==> src/rtl/cordic_sequencer.sv <==
// Control sequencer for an iterative CORDIC rotator: accepts an angle command, waits on the
// quarter identifier, loads the rotation core, steps it through its iterations and holds the result.
module cordic_sequencer #(
  parameter int PHI_WIDTH   = 22,
  parameter int ITERATIONS  = 16,
  parameter int ITER_W      = 5,
  parameter int QID_TIMEOUT = 8
) (
  input  logic                 clk,
  input  logic                 rst,
  input  logic                 cmd_valid_i,
  output logic                 cmd_ready_o,
  input  logic [PHI_WIDTH-1:0] cmd_phi_i,
  input  logic                 abort_i,
  output logic                 qid_enable_o,
  output logic [PHI_WIDTH-1:0] qid_phi_o,
  input  logic [PHI_WIDTH-1:0] qid_phi_i,
  input  logic [1:0]           qid_quarter_i,
  input  logic                 qid_done_i,
  output logic                 core_load_o,
  output logic [PHI_WIDTH-1:0] core_phi_o,
  output logic                 core_step_o,
  output logic [ITER_W-1:0]    core_iter_o,
  output logic                 res_valid_o,
  input  logic                 res_ready_i,
  output logic [1:0]           res_quarter_o,
  output logic                 res_err_o,
  output logic                 busy_o
);

  localparam int WAIT_W = (QID_TIMEOUT > 1) ? $clog2(QID_TIMEOUT) : 1;
  localparam logic [WAIT_W-1:0] WAIT_LAST = WAIT_W'(QID_TIMEOUT - 1);
  localparam logic [ITER_W-1:0] ITER_LAST = ITER_W'(ITERATIONS - 1);

  typedef enum logic [2:0] {
    S_IDLE    = 3'd0,
    S_QUARTER = 3'd1,
    S_LOAD    = 3'd2,
    S_ITERATE = 3'd3,
    S_DONE    = 3'd4
  } state_t;

  state_t                 state_q, state_d;
  logic [WAIT_W-1:0]      wait_q, wait_d;
  logic [ITER_W-1:0]      iter_q, iter_d;
  logic [1:0]             quarter_q, quarter_d;
  logic                   cmd_ready_q, cmd_ready_d;
  logic                   busy_q, busy_d;
  logic                   qid_enable_q, qid_enable_d;
  logic [PHI_WIDTH-1:0]   qid_phi_q, qid_phi_d;
  logic                   core_load_q, core_load_d;
  logic [PHI_WIDTH-1:0]   core_phi_q, core_phi_d;
  logic                   core_step_q, core_step_d;
  logic                   res_valid_q, res_valid_d;
  logic [1:0]             res_quarter_q, res_quarter_d;
  logic                   res_err_q, res_err_d;

  // Next-state and next-output computation; outputs are derived from the next state so they register cleanly.
  always_comb begin
    state_d       = state_q;
    wait_d        = wait_q;
    iter_d        = {ITER_W{1'b0}};
    quarter_d     = quarter_q;
    qid_phi_d     = qid_phi_q;
    core_phi_d    = core_phi_q;
    res_quarter_d = res_quarter_q;
    res_err_d     = res_err_q;

    case (state_q)
      S_IDLE: begin
        if (cmd_valid_i && cmd_ready_q) begin
          state_d   = S_QUARTER;
          qid_phi_d = cmd_phi_i;
          wait_d    = {WAIT_W{1'b0}};
        end else begin
          state_d = S_IDLE;
        end
      end
      S_QUARTER: begin
        // Abort beats a result, and a result arriving on the last wait cycle beats the timeout.
        if (abort_i) begin
          state_d = S_IDLE;
        end else if (qid_done_i) begin
          state_d    = S_LOAD;
          core_phi_d = qid_phi_i;
          quarter_d  = qid_quarter_i;
        end else if (wait_q == WAIT_LAST) begin
          state_d       = S_DONE;
          res_quarter_d = 2'b00;
          res_err_d     = 1'b1;
        end else begin
          wait_d = wait_q + WAIT_W'(1);
        end
      end
      S_LOAD: begin
        if (abort_i) begin
          state_d = S_IDLE;
        end else begin
          state_d = S_ITERATE;
          iter_d  = {ITER_W{1'b0}};
        end
      end
      S_ITERATE: begin
        if (abort_i) begin
          state_d = S_IDLE;
        end else if (iter_q == ITER_LAST) begin
          state_d       = S_DONE;
          res_quarter_d = quarter_q;
          res_err_d     = 1'b0;
        end else begin
          iter_d = iter_q + ITER_W'(1);
        end
      end
      S_DONE: begin
        if (abort_i || res_ready_i) begin
          state_d = S_IDLE;
        end else begin
          state_d = S_DONE;
        end
      end
      default: begin
        state_d = S_IDLE;
      end
    endcase

    cmd_ready_d  = (state_d == S_IDLE);
    busy_d       = (state_d != S_IDLE);
    qid_enable_d = (state_d == S_QUARTER);
    core_load_d  = (state_d == S_LOAD);
    core_step_d  = (state_d == S_ITERATE);
    res_valid_d  = (state_d == S_DONE);

    if (state_d != S_QUARTER) begin
      qid_phi_d = {PHI_WIDTH{1'b0}};
      wait_d    = {WAIT_W{1'b0}};
    end else begin
      qid_phi_d = qid_phi_d;
    end

    // Leaving the result state (handshake or abort) discards whatever was pending.
    if (state_d != S_DONE) begin
      res_quarter_d = 2'b00;
      res_err_d     = 1'b0;
    end else begin
      res_quarter_d = res_quarter_d;
    end

    if (state_d == S_IDLE) begin
      quarter_d = 2'b00;
    end else begin
      quarter_d = quarter_d;
    end
  end

  // State and registered-output flops with synchronous reset.
  always_ff @(posedge clk) begin
    if (rst) begin
      state_q       <= S_IDLE;
      wait_q        <= {WAIT_W{1'b0}};
      iter_q        <= {ITER_W{1'b0}};
      quarter_q     <= 2'b00;
      cmd_ready_q   <= 1'b1;
      busy_q        <= 1'b0;
      qid_enable_q  <= 1'b0;
      qid_phi_q     <= {PHI_WIDTH{1'b0}};
      core_load_q   <= 1'b0;
      core_phi_q    <= {PHI_WIDTH{1'b0}};
      core_step_q   <= 1'b0;
      res_valid_q   <= 1'b0;
      res_quarter_q <= 2'b00;
      res_err_q     <= 1'b0;
    end else begin
      state_q       <= state_d;
      wait_q        <= wait_d;
      iter_q        <= iter_d;
      quarter_q     <= quarter_d;
      cmd_ready_q   <= cmd_ready_d;
      busy_q        <= busy_d;
      qid_enable_q  <= qid_enable_d;
      qid_phi_q     <= qid_phi_d;
      core_load_q   <= core_load_d;
      core_phi_q    <= core_phi_d;
      core_step_q   <= core_step_d;
      res_valid_q   <= res_valid_d;
      res_quarter_q <= res_quarter_d;
      res_err_q     <= res_err_d;
    end
  end

  assign cmd_ready_o   = cmd_ready_q;
  assign busy_o        = busy_q;
  assign qid_enable_o  = qid_enable_q;
  assign qid_phi_o     = qid_phi_q;
  assign core_load_o   = core_load_q;
  assign core_phi_o    = core_phi_q;
  assign core_step_o   = core_step_q;
  assign core_iter_o   = iter_q;
  assign res_valid_o   = res_valid_q;
  assign res_quarter_o = res_quarter_q;
  assign res_err_o     = res_err_q;

endmodule

==> config.mk <==
export PLATFORM = sky130hd
export DESIGN_NAME = cordic_sequencer
export DESIGN_NICKNAME = d
export VERILOG_FILES = /design/src/rtl/cordic_sequencer.sv
export SDC_FILE = /design/constraint.sdc
export NUM_CORES = 1
export LEC_CHECK = 0
export CORE_MARGIN = 3
export CORE_UTILIZATION = 45
export DETAILED_ROUTE_END_ITERATION = 8
export DONT_BUFFER_PORTS = 1
export HOLD_SLACK_MARGIN = 0.03
export PLACE_DENSITY = 0.61
export SETUP_SLACK_MARGIN = 0.3
export SLEW_MARGIN = 20
export SYNTH_ARGS = -nofsm -noshare
export SYNTH_HDL_FRONTEND = slang
export SYNTH_SLANG_ARGS = --single-unit
==> constraint.sdc <==
create_clock -name clk -period 3 [get_ports clk]
set_input_delay 0.45 -clock clk [delete_from_list [all_inputs] [get_ports clk]]
set_output_delay 0.45 -clock clk [all_outputs]
set_load 0.1 [all_outputs]
# Yosys cells after proc, flatten, opt, wreduce, memory -nomap -nowiden
# Index checks and enable logic that the tools add are counted.
# totals
out_inout_bits	58
regBits	66
# classes
addsub	2
n_reduce_logical	15
bitwise	2
mux	26
eq_ne	19
# ops
operator	n
$mux W3	10
$pmux W3 S5	1
$ne A2 B2 Y1 const B	7
$eq A3 B2 Y1 const B	4
$mux W2	6
$eq A3 B3 Y1 const B	3
$eq A3 B1 Y1 const B	2
$logic_not A3 Y1	2
$mux W1	6
$pmux W3 S2	1
$reduce_and A6 Y1	1
$reduce_or A2 Y1	3
$add A5 B1 Y5 const B	1
$eq A5 B4 Y1 const B	1
$reduce_and A5 Y1	1
$pmux W2 S2	1
$reduce_bool A2 Y1	2
$reduce_or A4 Y1	1
$add A3 B1 Y3 const B	1
$ne A3 B1 Y1 const B	1
$ne A3 B3 Y1 const B	1
$reduce_and A3 Y1	1
$reduce_bool A3 Y1	1
$not A1 Y1	2
4 further kinds	4

# Longest topological paths before layout
# logic_depth
ltp_word	7
depth_mapped	8
ltp_nobuf	7

# Least setup slack after synthesis
# OpenSTA, ideal clock, no wires.
# synth_timing
kind	reg2reg
from	reg iter_q[0] (netlist: core_iter_o[0])
to	reg qid_phi_q[0] (netlist: qid_phi_o[0])
setup_ps	67
arrival_ps	2455
slack_ps	478
t_required_ps	2933
synth_period_minus_slack_ps	2522
path_stages_with_launch	9
cell_sequence	dfxtp_1 > ha_1 > and3_1 > ha_1 > nand2_1 > a31oi_1 > o211ai_4 > buf_6 > a21oi_2
# synth_via
elab_chain_cells	6
# synth_lines
item	line_no	rtl
start, declared	45	logic [ITER_W-1:0] iter_q, iter_d;
start signal, assigned	160	iter_q <= {ITER_W{1'b0}};
start signal, assigned	175	iter_q <= iter_d;
$eq A5 B4 Y1	106	end else if (iter_q == ITER_LAST) begin
$mux W3	106	
$mux W3	104	if (abort_i) begin
$pmux W3 S5	69	case (state_q)
$ne A3 B1 Y1	133	if (state_d != S_QUARTER) begin
$reduce_or A2 Y1 (no line)	-	
end signal, assigned	165	qid_phi_q <= {PHI_WIDTH{1'b0}};
end signal, assigned	180	qid_phi_q <= qid_phi_d;
end, declared	50	logic [PHI_WIDTH-1:0] qid_phi_q, qid_phi_d;
# No other way between the ends.
# A chain may end at the register's enable or synchronous reset.

# Worst setup path in the final report
# layout_timing
from	reg iter_q[1] (netlist: core_iter_o[1])
to	reg wait_q[2]
# layout_via
elab_chain_cells	6
# layout_lines
item	line_no	rtl
$eq A5 B4 Y1	106	
$mux W3	106	
$mux W3	104	
$pmux W3 S5	69	
$ne A3 B1 Y1	133	
$reduce_or A2 Y1 (no line)	-	
end signal, assigned	159	wait_q <= {WAIT_W{1'b0}};
end signal, assigned	174	wait_q <= wait_d;
end, declared	44	logic [WAIT_W-1:0] wait_q, wait_d;
# No other way between the ends.

==> flow_summary.rst <==
.. list-table::
   :header-rows: 1

   * - Metric
     - Value
   * - Proportion of power drawn by flip-flops and latches
     - 54.3%
   * - Post-route DRC
     - 0
   * - Critical-path cell list
     - ha_1, and3_1, ha_1, nand2_1, a31oi_1, o211ai_4, nor4_2
   * - Detailed-route wire length
     - about 5400 um
   * - Sum of routed wire segments on met1
     - approximately 2300 um
   * - Number of buffers between clock root and the deepest sink
     - 2
   * - Critical Path Sink Type
     - register
   * - FFs w/ async S/R, synth
     - 0%
   * - Clock share of power
     - between 30% and 40%
   * - Net Switching
     - 0.0005594 W
   * - CP Data Required Time
     - around 3.2 ns
   * - Max-capacitance violation count
     - 0
   * - Post_cts resized
     - 0
   * - Cell taking the most area after synthesis
     - dfxtp_1
   * - IO Count
     - 110
   * - Post-synth EDFFs
     - 0
   * - Synth top area share
     - 52.56%
   * - Number of antenna repair diodes
     - 0
   * - Crit-path slowest cell
     - a31oi_1
   * - Mean cell area of the mapped netlist
     - just under 9 um2
   * - Crit path max fanout
     - 24
   * - Delay of the slowest critical-path stage
     - ~0.45 ns
   * - CP Data Arrival Time
     - between 2 and 2.5 ns
   * - Per-cell via count in the routed design
     - approximately 5.3
   * - DIE AREA
     - ~6500 um2
   * - Final net count
     - approximately 350
   * - DP Wirelength
     - around 3700 um
   * - Final weighted congestion in routability-driven placement
     - between 0.8 and 0.9
   * - Commonest cells in the synthesized netlist
     - nand2_1 (94), dfxtp_1 (66), a21oi_1 (28)
   * - Number of distinct library cell variants in the gate-level netlist after synthesis
     - 34
   * - Total of flip-flops plus latches after synthesis
     - 66
   * - Width of the die
     - 80.74 um
   * - Total congestion overflow
     - 0
   * - Combinational fraction of design power
     - about 6.0%
   * - Worst slew slack as a fraction of its limit
     - 33.84%
   * - Routed met2 length
     - ~2400 um
   * - Drt initial violations
     - 94
   * - Later-pin clock latency in the skew report
     - 0.33 ns
   * - Part of the cycle the worst path needs
     - 73.49%
   * - Hold Vio Cnt, Final
     - 0
   * - Clock slew at the register clock pins of the worst setup and hold paths
     - about 0.070 ns
   * - Number of input and output port buffers inserted
     - 0
   * - Gate Count Post-Synth
     - 286
   * - Run status
     - complete, no violations
   * - Ys Warns
     - 0
   * - Sequential area share after synthesis
     - a little over half
   * - Total chip power
     - between 0.0015 and 0.002 W
   * - Total leakage power
     - between 1 and 1.5 nW
   * - Initial cell density of the core
     - roughly 48%
   * - Switching share of power
     - between 20% and 30%
   * - Internal power contribution
     - about 0.0014 W
   * - Count leader, synth
     - nand2_1
   * - Layout cell share with drive strength beyond 1
     - ~17%
   * - Antenna violations before repair
     - 0
   * - Total of fill cells in the finished design
     - between 500 and 600
   * - CTS Buf Count
     - 9
   * - All-Layer GR Usage
     - roughly 17%
   * - Overall die height
     - 80.74 um
   * - Crit start category
     - register
   * - Final count of negative-setup-slack endpoints
     - 0
   * - Number of routed nets with antenna violations
     - 0
   * - Syn nets
     - roughly 340
   * - Multi-input gate area in the final layout
     - between 1000 and 1500 um2
   * - H-Tree Level Count
     - 3
   * - Hold/Removal Path Class
     - primary input to register
   * - Wire length of the first global-routing pass
     - ~8600 um
   * - Length of the first detailed-routing pass in iterations
     - 5
   * - Sinks on the clock net
     - 66
   * - Worst-Margin Slew
     - 0.9911 ns
   * - FF/Latch Area
     - 1321 um2
   * - Highest layer used for signal routing
     - met4
   * - Core Area
     - about 5300 um2
   * - Growth of design area from synthesis to finish
     - 10.80%
   * - Number of global-route vias before repair
     - between 1500 and 2000
   * - Cell types occupying the most area after synthesis
     - dfxtp_1 (53%), nand2_1 (14%), a21oi_2 (6.6%), a21oi_1 (5.6%), ha_1 (2.0%)
   * - Cell Pwr Density
     - 697.6 nW/um2
   * - Crit-path most repeated cell
     - ha_1
   * - Total count of max-transition violations in the final report
     - 0
   * - Post-synth top flop
     - dfxtp_1
   * - Worst setup skew after layout
     - about 0.0079 ns
   * - Crit path time final
     - ~2.2 ns
   * - Per-cell routed wire length
     - approximately 15 um
   * - Setup Buffers After CTS
     - 0
   * - Routed via count
     - ~1900
   * - Hold buffer count at cts
     - 0
   * - Crit path kind
     - register to register
   * - Clock tree from TritonCTS
     - done
   * - Std-Cell Rows
     - 26
   * - Wire length on met3
     - 648 um
   * - Cell area after synthesis
     - approximately 2500 um2
   * - Unrepaired setup endpoints after global routing
     - no
   * - Maximum number of pins on one net before global-route repair
     - 32
   * - Max Clk Rate
     - 453.6 MHz
   * - Final-layout setup total negative slack
     - 0 ns
   * - Clk Tree Root Cell
     - clkbuf_8
   * - Highest ir drop seen on vdd
     - approximately 0.00027 V
[worst paths after layout]
path / start / endpoint / slack (ns) / depth (start not counted)
setup / recovery: core_iter_o[1] / wait_q[2] / 0.80 / 7
hold / removal: rst / core_phi_o[20] / 0.19 / 1
hold reg to reg: wait_q[0] / wait_q[0] / 0.42 / 1
setup reg to reg: core_iter_o[1] / wait_q[2] / 0.80 / 7
[critical path: cells and delay by family (launching register included)]
family | cells | cell delay, ns
DFF | 1 | 0.33
AOI/OAI and AO/OA | 2 | 0.87
adders and majority gates | 2 | 0.37
and+or+nand+nor | 3 | 0.54
[logic make-up (layout without fill, tap and decap cells)]
| logic type | Yosys count | in the layout | share of synthesized area (%) |
|---|---|---|---|
| adders and majority gates | 4 | 4 | 1.991 |
| DFF | 66 | 66 | 52.56 |
| and+or+nand+nor | 131 | 131 | 23.64 |
| AOI/OAI and AO/OA | 56 | 56 | 15.08 |
| buffers and inverters | 25 | 34 | 5.226 |
| xor gates and xnor gates | 2 | 2 | 0.6970 |
| muxes | 2 | 2 | 0.7964 |
[state kept, by name, indices dropped and copies added, names as in the netlist]
signal         cells
core_load_o        1
quarter_q          2
state_q            3
core_phi_o        22
busy_o             1
res_valid_o        1
cmd_ready_o        1
core_step_o        1
qid_phi_o         22
wait_q             3
res_err_o          1
core_iter_o        5
qid_enable_o       1
res_quarter_o      2
[power by group through the flow]
stage | clock (W) | combinational [W] | sequential, W
2_1_floorplan | 0 | 0.0000963 | 0.00108
3_3_place_gp | 0 | 0.000115 | 0.00107
3_5_place_dp | 0 | 0.000118 | 0.00107
4_1_cts | 0.000798 | 0.000118 | 0.00106
5_1_grt | 0.000846 | 0.000130 | 0.00106
6_report | 0.000772 | 0.000116 | 0.00105
[area by class of cell]
cell class              instances  area share, %
inverters                       9          1.213
clock inverters                 4          1.752
flip-flops and latches         66          47.44
multi-input cells             195          38.10
well taps                      70          3.145
repair buffers                  9          2.426
clock buffers                  12          5.930
[metal layers]
metal,up-vias,track usage [%]
met4,0,9.291
met3,9,8.204
met2,91,26.82
li1,948,-
met1,873,19.79
met5,-,0
[cell usage in the layout, fill, tap and decap left out]
| cell type | synthesis | routed |
|---|---|---|
| o21bai_1 | 1 | 1 |
| clkbuf_8 | 0 | 12 |
| nor3_1 | 1 | 1 |
| clkinv_4 | 0 | 1 |
| a21oi_2 | 19 | 19 |
| and3_1 | 5 | 5 |
| nand3b_1 | 2 | 2 |
| a2bb2oi_1 | 1 | 1 |
| xor2_1 | 1 | 1 |
| nand2_1 | 94 | 94 |
| nor3b_1 | 2 | 2 |
| or4b_4 | 1 | 1 |
| or4b_1 | 1 | 1 |
| inv_1 | 9 | 9 |
| buf_4 | 1 | 9 |
| mux2i_1 | 2 | 2 |
| and4b_1 | 1 | 1 |
| a21oi_1 | 28 | 28 |
| nor4_2 | 1 | 1 |
| bufinv_16 | 0 | 1 |
| o21ai_0 | 3 | 3 |
| a31oi_1 | 2 | 2 |
| nor2_4 | 2 | 2 |
| nand3_1 | 2 | 2 |
| o211ai_4 | 1 | 1 |
| o211ai_1 | 1 | 1 |
| xnor2_1 | 1 | 1 |
| nand4b_1 | 3 | 3 |
| clkinv_2 | 0 | 2 |
| nor2_1 | 13 | 13 |
| ha_1 | 4 | 4 |
| nor4b_1 | 1 | 1 |
| and2_0 | 1 | 1 |
| dfxtp_1 | 66 | 66 |
| nor2b_1 | 1 | 1 |
[per-stage QoR]
| stage | util (%) | hold slack, ns | cell area (um2) | worst slack (ns) | cells |
|---|---|---|---|---|---|
| 3_5_place_dp | 48.79 | 0.4074 | 2571 | 0.7909 | 349 |
| 2_1_floorplan | - | 0.3961 | 2514 | 0.4778 | 286 |
| 4_1_cts | 52.85 | 0.1630 | 2785 | 0.7612 | 365 |
| 6_report | 52.85 | 0.1857 | 2785 | 0.7952 | 365 |
| 5_1_grt | 52.85 | 0.1593 | 2785 | 0.6509 | 365 |
| 3_3_place_gp | 48.79 | 0.4061 | 2571 | 0.8786 | 349 |
(Power assumes the default switching activity.)
